## src/rtl/posicionador_navio.sv

```systemverilog
// Ship-placement engine: border check, overlap check against the player's
// board RAM, then read-modify-write of every row the ship covers.
module posicionador_navio #(
  parameter int unsigned ROWS      = 10,
  parameter int unsigned COLS      = 10,
  parameter int unsigned CELL_W    = 4,
  parameter logic [3:0]  SHIP_CODE = 4'h1,
  parameter int unsigned MAX_LEN   = 5
) (
  input  logic        clk,
  input  logic        reset,
  input  logic        start,
  input  logic        player,
  input  logic [3:0]  row,
  input  logic [3:0]  col,
  input  logic        orient,
  input  logic [2:0]  length,
  input  logic [63:0] data_memoria_um,
  input  logic [63:0] data_memoria_dois,
  output logic [4:0]  addr_memoria,
  output logic        wren_p1,
  output logic        wren_p2,
  output logic [63:0] data_memoria_salvar,
  output logic        busy,
  output logic        done,
  output logic        conflitoBorda,
  output logic        conflitoMemoria
);

  localparam int unsigned WORD_W = 64;
  localparam int unsigned NCELL  = WORD_W / CELL_W;

  typedef enum logic [2:0] {
    IDLE, BORDA, LE, VERIFICA, GRAVA_LE, MODIFICA, GRAVA, FIM
  } state_t;

  state_t state_q, state_n;

  // Latched request
  logic       player_q, orient_q;
  logic [3:0] row_q, col_q;
  logic [2:0] len_q, r_q;
  logic       latch_en;

  // Row index and registered-output next values
  logic [2:0]        i_q, i_n, i_inc;
  logic [4:0]        addr_n;
  logic              wren_p1_n, wren_p2_n, busy_n, done_n;
  logic              borda_n, memoria_n;
  logic [WORD_W-1:0] data_n;

  // Derived datapath values
  logic [4:0]        row_ext, col_ext, len_ext, col_end, row_end;
  logic              border_fail, more_rows, hit;
  logic [3:0]        row_off;
  logic [4:0]        addr_row0, addr_inc;
  logic [WORD_W-1:0] rd_word, cell_mask, ship_fill, merged;

  assign row_ext   = {1'b0, row_q};
  assign col_ext   = {1'b0, col_q};
  assign len_ext   = {2'b00, len_q};
  assign col_end   = col_ext + len_ext;
  assign row_end   = row_ext + len_ext;

  assign border_fail = (row_ext >= 5'(ROWS)) || (col_ext >= 5'(COLS)) ||
                       (len_q == 3'd0) || (len_ext > 5'(MAX_LEN)) ||
                       (!orient_q && (col_end > 5'(COLS))) ||
                       ( orient_q && (row_end > 5'(ROWS)));

  assign i_inc     = i_q + 3'd1;
  assign more_rows = (i_inc < r_q);
  assign row_off   = orient_q ? {1'b0, i_inc} : 4'd0;
  assign addr_row0 = {1'b0, row_q};
  assign addr_inc  = {1'b0, 4'(row_q + row_off)};

  assign rd_word   = player_q ? data_memoria_dois : data_memoria_um;
  assign ship_fill = {NCELL{SHIP_CODE}};

  // Mask of the cells the ship covers within one row word
  always_comb begin
    cell_mask = '0;
    for (int c = 0; c < int'(NCELL); c++) begin
      if (orient_q ? (5'(c) == col_ext) : ((5'(c) >= col_ext) && (5'(c) < col_end)))
        cell_mask[c*CELL_W +: CELL_W] = {CELL_W{1'b1}};
    end
  end

  assign hit    = |(rd_word & cell_mask);
  assign merged = (rd_word & ~cell_mask) | (ship_fill & cell_mask);

  // State and registered outputs
  always_ff @(posedge clk) begin
    if (!reset) begin
      state_q             <= IDLE;
      i_q                 <= 3'd0;
      addr_memoria        <= 5'd0;
      wren_p1             <= 1'b0;
      wren_p2             <= 1'b0;
      data_memoria_salvar <= '0;
      busy                <= 1'b0;
      done                <= 1'b0;
      conflitoBorda       <= 1'b0;
      conflitoMemoria     <= 1'b0;
    end else begin
      state_q             <= state_n;
      i_q                 <= i_n;
      addr_memoria        <= addr_n;
      wren_p1             <= wren_p1_n;
      wren_p2             <= wren_p2_n;
      data_memoria_salvar <= data_n;
      busy                <= busy_n;
      done                <= done_n;
      conflitoBorda       <= borda_n;
      conflitoMemoria     <= memoria_n;
    end
  end

  // Request capture on an accepted start
  always_ff @(posedge clk) begin
    if (!reset) begin
      player_q <= 1'b0;
      orient_q <= 1'b0;
      row_q    <= 4'd0;
      col_q    <= 4'd0;
      len_q    <= 3'd0;
      r_q      <= 3'd0;
    end else if (latch_en) begin
      player_q <= player;
      orient_q <= orient;
      row_q    <= row;
      col_q    <= col;
      len_q    <= length;
      r_q      <= orient ? length : 3'd1;
    end
  end

  // Next state and next values of the registered outputs
  always_comb begin
    state_n   = state_q;
    i_n       = i_q;
    addr_n    = addr_memoria;
    wren_p1_n = 1'b0;
    wren_p2_n = 1'b0;
    data_n    = '0;
    borda_n   = conflitoBorda;
    memoria_n = conflitoMemoria;
    latch_en  = 1'b0;

    case (state_q)
      IDLE: begin
        if (start) begin
          state_n   = BORDA;
          latch_en  = 1'b1;
          borda_n   = 1'b0;
          memoria_n = 1'b0;
          i_n       = 3'd0;
        end
      end
      BORDA: begin
        if (border_fail) begin
          state_n = FIM;
          borda_n = 1'b1;
        end else begin
          state_n = LE;
          i_n     = 3'd0;
          addr_n  = addr_row0;
        end
      end
      LE: state_n = VERIFICA;
      VERIFICA: begin
        if (hit) begin
          state_n   = FIM;
          memoria_n = 1'b1;
        end else if (more_rows) begin
          state_n = LE;
          i_n     = i_inc;
          addr_n  = addr_inc;
        end else begin
          state_n = GRAVA_LE;
          i_n     = 3'd0;
          addr_n  = addr_row0;
        end
      end
      GRAVA_LE: state_n = MODIFICA;
      MODIFICA: begin
        state_n   = GRAVA;
        data_n    = merged;
        wren_p1_n = !player_q;
        wren_p2_n = player_q;
      end
      GRAVA: begin
        if (more_rows) begin
          state_n = GRAVA_LE;
          i_n     = i_inc;
          addr_n  = addr_inc;
        end else begin
          state_n = FIM;
        end
      end
      FIM: state_n = IDLE;
      default: state_n = IDLE;
    endcase

    done_n = (state_n == FIM);
    busy_n = (state_n != IDLE);
  end

endmodule

```

## config.mk

```make
export PLATFORM = sky130hd
export DESIGN_NAME = posicionador_navio
export DESIGN_NICKNAME = d
export VERILOG_FILES = /design/src/rtl/posicionador_navio.sv
export SDC_FILE = /design/constraint.sdc
export NUM_CORES = 1
export LEC_CHECK = 0
export ABC_CLOCK_PERIOD_IN_PS = 8150
export BUFFER_PORTS_ARGS = -buffer_cell sky130_fd_sc_hd__buf_4
export CORE_MARGIN = 1.5
export CORE_UTILIZATION = 52
export DETAILED_ROUTE_END_ITERATION = 10
export PLACE_DENSITY = 0.86
export SKIP_CTS_REPAIR_TIMING = 1
export SYNTH_ARGS = -nofsm -noshare
export SYNTH_HDL_FRONTEND = slang
export SYNTH_SLANG_ARGS = --single-unit
export TNS_END_PERCENT = 50
```

## constraint.sdc

```tcl
create_clock -name clk -period 8.15 [get_ports clk]
set_input_delay 1.2225 -clock clk [delete_from_list [all_inputs] [get_ports clk]]
set_output_delay 1.2225 -clock clk [all_outputs]
set_load 0.01 [all_outputs]
```

==> results_dict.tcl, run 1 <==
set metrics [dict create \
    final_core_util 0.725 \
    cts_tree "done" \
    peakVddDrop_mv 0.173 \
    rsz0062_at_grt "no" \
    clk_pin_slew_ns 0.09 \
    crit_fanout 12 \
    drt-pass1-iter-count 7 \
    internal_power_mw 0.954 \
    whs_ns 0.462 \
    yosysMostFrequentCell "dfxtp_1" \
    totalPowerFinal_mw 1.55 \
    clock_latency_ns 0.37 \
    die_w_microns 104 \
    switching_share 0.385 \
    cp.arrival_ns 3.85 \
    hp-class "flop to flop" \
    path_delay_family "compound AO/OA/AOI/OAI gates" \
    antenna_found_initial 0 \
    synth_ff_type "dfxtp_1" \
    io_pins 219 \
    synth_top_area_cell "dfxtp_1" \
    design_area_sq_um 7110 \
    synth-edff-count 0 \
    gp_congestion 0.954 \
    hpwl_microns 13800 \
    clock_power_share 0.209 \
    tightest_slew_ns 0.973 \
    crit_type "flop to flop" \
    crit_buf_inv 0 \
    max_slew_margin 0.350 \
    io_buffers 217 \
    drt_wl_total_microns 17500 \
    ys_seq_elements 96 \
    grt_max_degree 64 \
    diodes 0 \
    fin_crit_ns 3.56 \
    core-area_sq_um 9820 \
    period_share 0.436 \
    clk_root_buffer_cell "clkbuf_8" \
    fmax_mhz 281 \
    status "finished clean" \
    nFillCells 764 \
    fin_ws_ns 4.59 \
    vias 5622 \
    cts_sinks 96 \
    setup_tns_ns 0 \
    vias_per_cell 5.83 \
    cp_slowest_cell "dfxtp_1" \
    async_flop_share 0 \
    num_rows 36 \
    wl_per_cell_microns 18.1 \
    placed_cells 949 \
    synth_common_cells "dfxtp_1, nand2_1, nor2_1" \
    numCtsBuffers 9 \
    slew_viol_final 0 \
    yosysTopAreaCellShare 0.364 \
    start_util 0.538 \
    reg2reg_slack_ns 4.59 \
    syn_nets 796 \
    grt_pass1_vias 5497 \
    worstPathRequired_ns 8.44 \
    fin_cells 965 \
    critPathMaxStageDelay_ns 0.56 \
    yosysWarnings 0 \
    synth_area_per_cell_sq_um 8.29 \
    drc 0 \
    overflow 0 \
    area_delta_synth_final_pct 34.7 \
    synth_cell_type_count 66 \
    path_cells "ha_1, fa_1, nor4_1, a21oi_1, o21ai_0, o22ai_1, nor4_1, nand4_1, a21oi_1, mux2i_1" \
    grt_use_total 0.320 \
    cp-end-kind "flop" \
    place_area_sq_um 6910 \
    p_seq_frac 0.387 \
    grt_pass1_wl_microns 27800 \
    htreeDepth 3 \
    cts_buffer_depth 2 \
    setup_violations 0 \
    nets 986 \
    die_area_sq_um 10800 \
    netSwitchingPower_mw 0.598 \
    crit_path_start_kind "flop" \
    die_h_microns 104 \
    mappedNetlistArea_sq_um 5280 \
    pre_cts_slack_ns 4.63 \
    synth_area_leaders "dfxtp_1, mux2i_1, nand2_1" \
    combPwrFrac 0.404 \
    p_per_area_nw_per_um2 218 \
    ys_seq_area_frac 0.364 \
    synth_cells 637 \
    fin_skew_ns 0.0102 \
    p_leak_nw 3.02 \
    finalHoldViolations 0 \
    drt_iter0_markers 505 \
    drv_cap 0 \
    drive_gt1_frac 0.308 \
    final_antenna_net_count 0 \
]
registers in the layout, summed over array words and instances (netlist names):
| signal | count |
|---|---|
| wren_p2 | 1 |
| busy | 1 |
| col_q | 4 |
| row_q | 4 |
| data_memoria_salvar | 64 |
| player_q | 1 |
| orient_q | 1 |
| conflitoBorda | 1 |
| wren_p1 | 1 |
| len_q | 3 |
| conflitoMemoria | 1 |
| i_q | 3 |
| addr_memoria | 4 |
| state_q | 3 |
| done | 1 |
| r_q | 3 |
cell type report:
type                       count  area, sq um  share of cell area
multi-input combinational    492         3140               0.441
sequential                    96         1930               0.271
timing repair buffer         219         1640               0.231
tap                          133          166              0.0234
clock buffer                  11          151              0.0213
clock inverter                 5         53.8             0.00756
inverter                       9         33.8             0.00475
logic make-up (layout without fill, tap and decap cells):
kind of cell | Yosys count | in the layout | synth area share
buf+inv | 49 | 244 | 0.0415
flops | 96 | 96 | 0.364
fa+ha+maj | 15 | 15 | 0.0398
simple gates | 266 | 266 | 0.243
compound gates | 129 | 129 | 0.157
mux | 74 | 74 | 0.141
xor+xnor | 7 | 7 | 0.0130
other cells | 1 | 1 | 0.000710
power groups by stage:
stage               sequential [mW]  clock, mW  combinational, mW
detailed placement            0.608          0              0.613
global route                  0.609      0.345              0.686
CTS                           0.598      0.324              0.616
floorplan                     0.565          0              0.457
global placement              0.605          0              0.600
finish                        0.601      0.325              0.627
routing by layer:
metal  track usage  vias up  part of all wire
li1              -     2658                 -
met1         0.379     2632              0.40
met2         0.571      280              0.50
met3        0.0447       52             0.061
met4         0.150        0             0.039
met5             0        -                 0
worst reg2reg max path: stages, from the launching register on:
cell and delay [ns]:
dfxtp_1 0.56, ha_1 0.33, fa_1 0.56, nor4_1 0.35
a21oi_1 0.10, o21ai_0 0.37, o22ai_1 0.13, nor4_1 0.28
nand4_1 0.26, a21oi_1 0.31, mux2i_1 0.24
path summary, 6_finish.rpt:
kind / startpoint / to / cells after the start
setup reg to reg: col_q[0] / i_q[1] / 10
hold / removal: r_q[2] / r_q[2] / 2
setup / recovery: col_q[0] / i_q[1] / 10
hold reg to reg: r_q[2] / r_q[2] / 2
cell usage in the layout, fill, tap and decap left out, types with 6 or more instances in the layout:
cell / instances
a211oi_1: 6
a21oi_1: 48
and2_1: 6
buf_4: 219
clkbuf_8: 11
dfxtp_1: 95
ha_1: 12
inv_1: 9
mux2i_1: 71
nand2_1: 87
nand2b_1: 6
nand3_1: 6
nand4_1: 6
nor2_1: 74
nor2b_1: 9
nor3_1: 18
nor4_1: 20
o21ai_0: 22
o22ai_1: 7
or4_1: 13
(Power assumes the default switching activity.)
==> run 2: changes to the inputs <==
--- a/config.mk
+++ b/config.mk
@@ -5,12 +5,13 @@
 export SDC_FILE = /design/constraint.sdc
 export NUM_CORES = 1
 export LEC_CHECK = 0
-export ABC_CLOCK_PERIOD_IN_PS = 8150
+export ABC_AREA = 1
+export ABC_CLOCK_PERIOD_IN_PS = 2900
 export BUFFER_PORTS_ARGS = -buffer_cell sky130_fd_sc_hd__buf_4
 export CORE_MARGIN = 1.5
-export CORE_UTILIZATION = 52
+export CORE_UTILIZATION = 44
 export DETAILED_ROUTE_END_ITERATION = 10
-export PLACE_DENSITY = 0.86
+export PLACE_DENSITY = 0.78
 export SKIP_CTS_REPAIR_TIMING = 1
 export SYNTH_ARGS = -nofsm -noshare
 export SYNTH_HDL_FRONTEND = slang
==> constraint.sdc (replaced) <==
create_clock -name clk -period 2.9 [get_ports clk]
set_input_delay 0.435 -clock clk [delete_from_list [all_inputs] [get_ports clk]]
set_output_delay 0.435 -clock clk [all_outputs]
set_load 0.01 [all_outputs]
==> run 2 against run 1 <==
  * Sequential power grew to 2.8 times the previous value
  * Clock power rose to 4.2 times the previous value
  * Core utilization down 8.8 points
  * Worst hold slack got worse by 0.11 ns
  * Synthesized cell count is 13% higher
  * Total power increased to 3.6 times the previous value
  * Sequential cell count unchanged
  * Via count shrank 4.6%
==> results_dict.tcl, run 2 <==
set metrics [dict create \
    status "finished clean" \
    p_leak_nw 3.74 \
    die_area_sq_um 12200 \
    yosysWarnings 0 \
    netSwitchingPower_mw 2.26 \
    cp.arrival_ns 2.96 \
    yosysMostFrequentCell "nand2_1" \
    p_per_area_nw_per_um2 770 \
    slew_viol_final 0 \
    setup_violations 0 \
    io_pins 219 \
    reg2reg_slack_ns 0.22 \
    holdPathStages 3 \
    diodes 0 \
    area_delta_synth_final_pct 41.8 \
    grt_use_total 0.251 \
    hold_end "row_q[0]" \
    drt_iter0_markers 323 \
    fin_crit_ns 2.68 \
    setup_tns_ns 0 \
    finalHoldViolations 0 \
    yosysTopAreaCellShare 0.377 \
    cp-end-kind "flop" \
    wl_per_cell_microns 14.3 \
    period_share 0.923 \
    mappedNetlistArea_sq_um 5100 \
    start_util 0.449 \
    vias 5364 \
    die_h_microns 111 \
    peakVddDrop_mv 0.586 \
    regMostFlops "data_memoria_salvar" \
    synth_area_leaders "dfxtp_1, nand2_1, mux2i_1" \
    synth_area_per_cell_sq_um 7.07 \
    die_w_microns 111 \
    clock_latency_ns 0.35 \
    internal_power_mw 3.31 \
    drt_wl_total_microns 15600 \
    r2r_start "col_q[0]" \
    io_buffers 217 \
    cts_buffer_depth 2 \
    synth_cells 721 \
    overflow 0 \
    cts_tree "done" \
    design_area_sq_um 7230 \
    ys_seq_elements 96 \
    core-area_sq_um 11400 \
    layout_commonest_cell "buf_4" \
    num_rows 39 \
    nets 1097 \
    worst_r2r_endpoint "i_q[0]" \
    clock_power_share 0.245 \
    drc 0 \
    crit_type "flop to flop" \
    drt-pass1-iter-count 5 \
    final_antenna_net_count 0 \
    fin_skew_ns 0.00803 \
    largest_register_ffs 64 \
    p_seq_frac 0.301 \
    reg2reg_depth 19 \
    synth_ff_type "dfxtp_1" \
    nFillCells 1053 \
    combPwrFrac 0.454 \
    syn_nets 880 \
    multi_input_area_sq_um 2750 \
    hp-class "primary input to flop" \
    synth-edff-count 0 \
    synth_cell_type_count 38 \
    ys_seq_area_frac 0.377 \
    final_core_util 0.636 \
    cts_sinks 96 \
    gp_congestion 0.974 \
    register_area_sq_um 1930 \
    grt_pass1_wl_microns 24800 \
    synth_top_area_cell "dfxtp_1" \
    crit_path_start_kind "flop" \
    synth_common_cells "nand2_1, nor2_1, dfxtp_1" \
    vias_per_cell 4.94 \
    drv_cap 0 \
    grt_max_degree 45 \
    async_flop_share 0 \
    crit_fanout 8 \
    antenna_found_initial 0 \
    worstPathRequired_ns 3.18 \
    drive_gt1_frac 0.292 \
    numCtsBuffers 9 \
    clk_pin_slew_ns 0.07 \
    htreeDepth 3 \
    hp-start "row[0]" \
    layout_common_cells "buf_4, nand2_1, nor2_1" \
    clk_root_buffer_cell "clkbuf_16" \
    grt_pass1_vias 5158 \
    hpwl_microns 12300 \
    place_area_sq_um 6860 \
    switching_share 0.405 \
    fmax_mhz 374 \
]
==> run 2: worst max-delay path: stages, from the launching register on <==
cell     delay, ns
dfxtp_1       0.34
ha_2          0.22
fa_2          0.41
nand2_4       0.10
nand2_1       0.07
nand2_2       0.10
nand3_1       0.20
nand3_1       0.20
nand2_1       0.07
nand2_1       0.06
nand2_1       0.05
nor2_1        0.12
nand2_1       0.06
inv_1         0.08
nand2_1       0.09
nand2_4       0.14
nand3_4       0.09
nand2_1       0.07
inv_1         0.04
nor2_1        0.10
==> run 2: power groups by stage <==
| stage | registers (mW) | clock network [mW] | logic (mW) |
|---|---|---|---|
| detailed placement | 1.70 | 0 | 2.48 |
| floorplan | 1.66 | 0 | 1.80 |
| global route | 1.70 | 1.44 | 2.84 |
| finish | 1.68 | 1.36 | 2.53 |
| global placement | 1.69 | 0 | 2.46 |
| CTS | 1.67 | 1.37 | 2.49 |
==> run 2: per-layer routing <==
metal,wire length [microns],global-route usage
met5,0,0
met4,449,0.0974
met3,917,0.0514
met2,7690,0.445
met1,6500,0.298
==> run 2: layout make-up <==
class | count | share of cell area
multi-input combinational | 518 | 0.380
sequential | 96 | 0.266
timing repair buffer | 227 | 0.237
inverter | 86 | 0.0446
clock buffer | 9 | 0.0311
tap | 143 | 0.0247
clock inverter | 6 | 0.0159
==> run 2: cell families (layout without fill, tap and decap cells) <==
group / Yosys count / in the layout / share of synthesized area
adders and majority gates: 15 / 15 / 0.0412
muxes: 37 / 37 / 0.0726
xor gates and xnor gates: 3 / 3 / 0.00515
DFF: 96 / 96 / 0.377
buffers and inverters: 107 / 328 / 0.0913
AOI/OAI and AO/OA: 91 / 91 / 0.0935
and+or+nand+nor: 371 / 371 / 0.319
other: 1 / 1 / 0.000735
==> run 2: worst max-delay path by stage <==
stage / from / endpoint / cells past startpoint
floorplan: col_q[0] / busy / 18
global placement: col_q[0] / addr_memoria[3] / 18
detailed placement: col_q[0] / addr_memoria[3] / 18
CTS: col_q[0] / addr_memoria[3] / 19
global route: col_q[0] / i_q[0] / 21
finish: col_q[0] / i_q[0] / 19
==> run 2: stage by stage <==
stage / cells / hold WS [ns] / power (mW) / setup slack, ns
3_3_place_gp: 1069 / 0.455 / 4.16 / 0.192
6_report: 1085 / 0.352 / 5.57 / 0.224
2_1_floorplan: 721 / 0.436 / 3.45 / 0.483
5_1_grt: 1085 / 0.366 / 5.98 / -0.00764
3_5_place_dp: 1069 / 0.455 / 4.18 / 0.174
4_1_cts: 1084 / 0.355 / 5.54 / 0.132
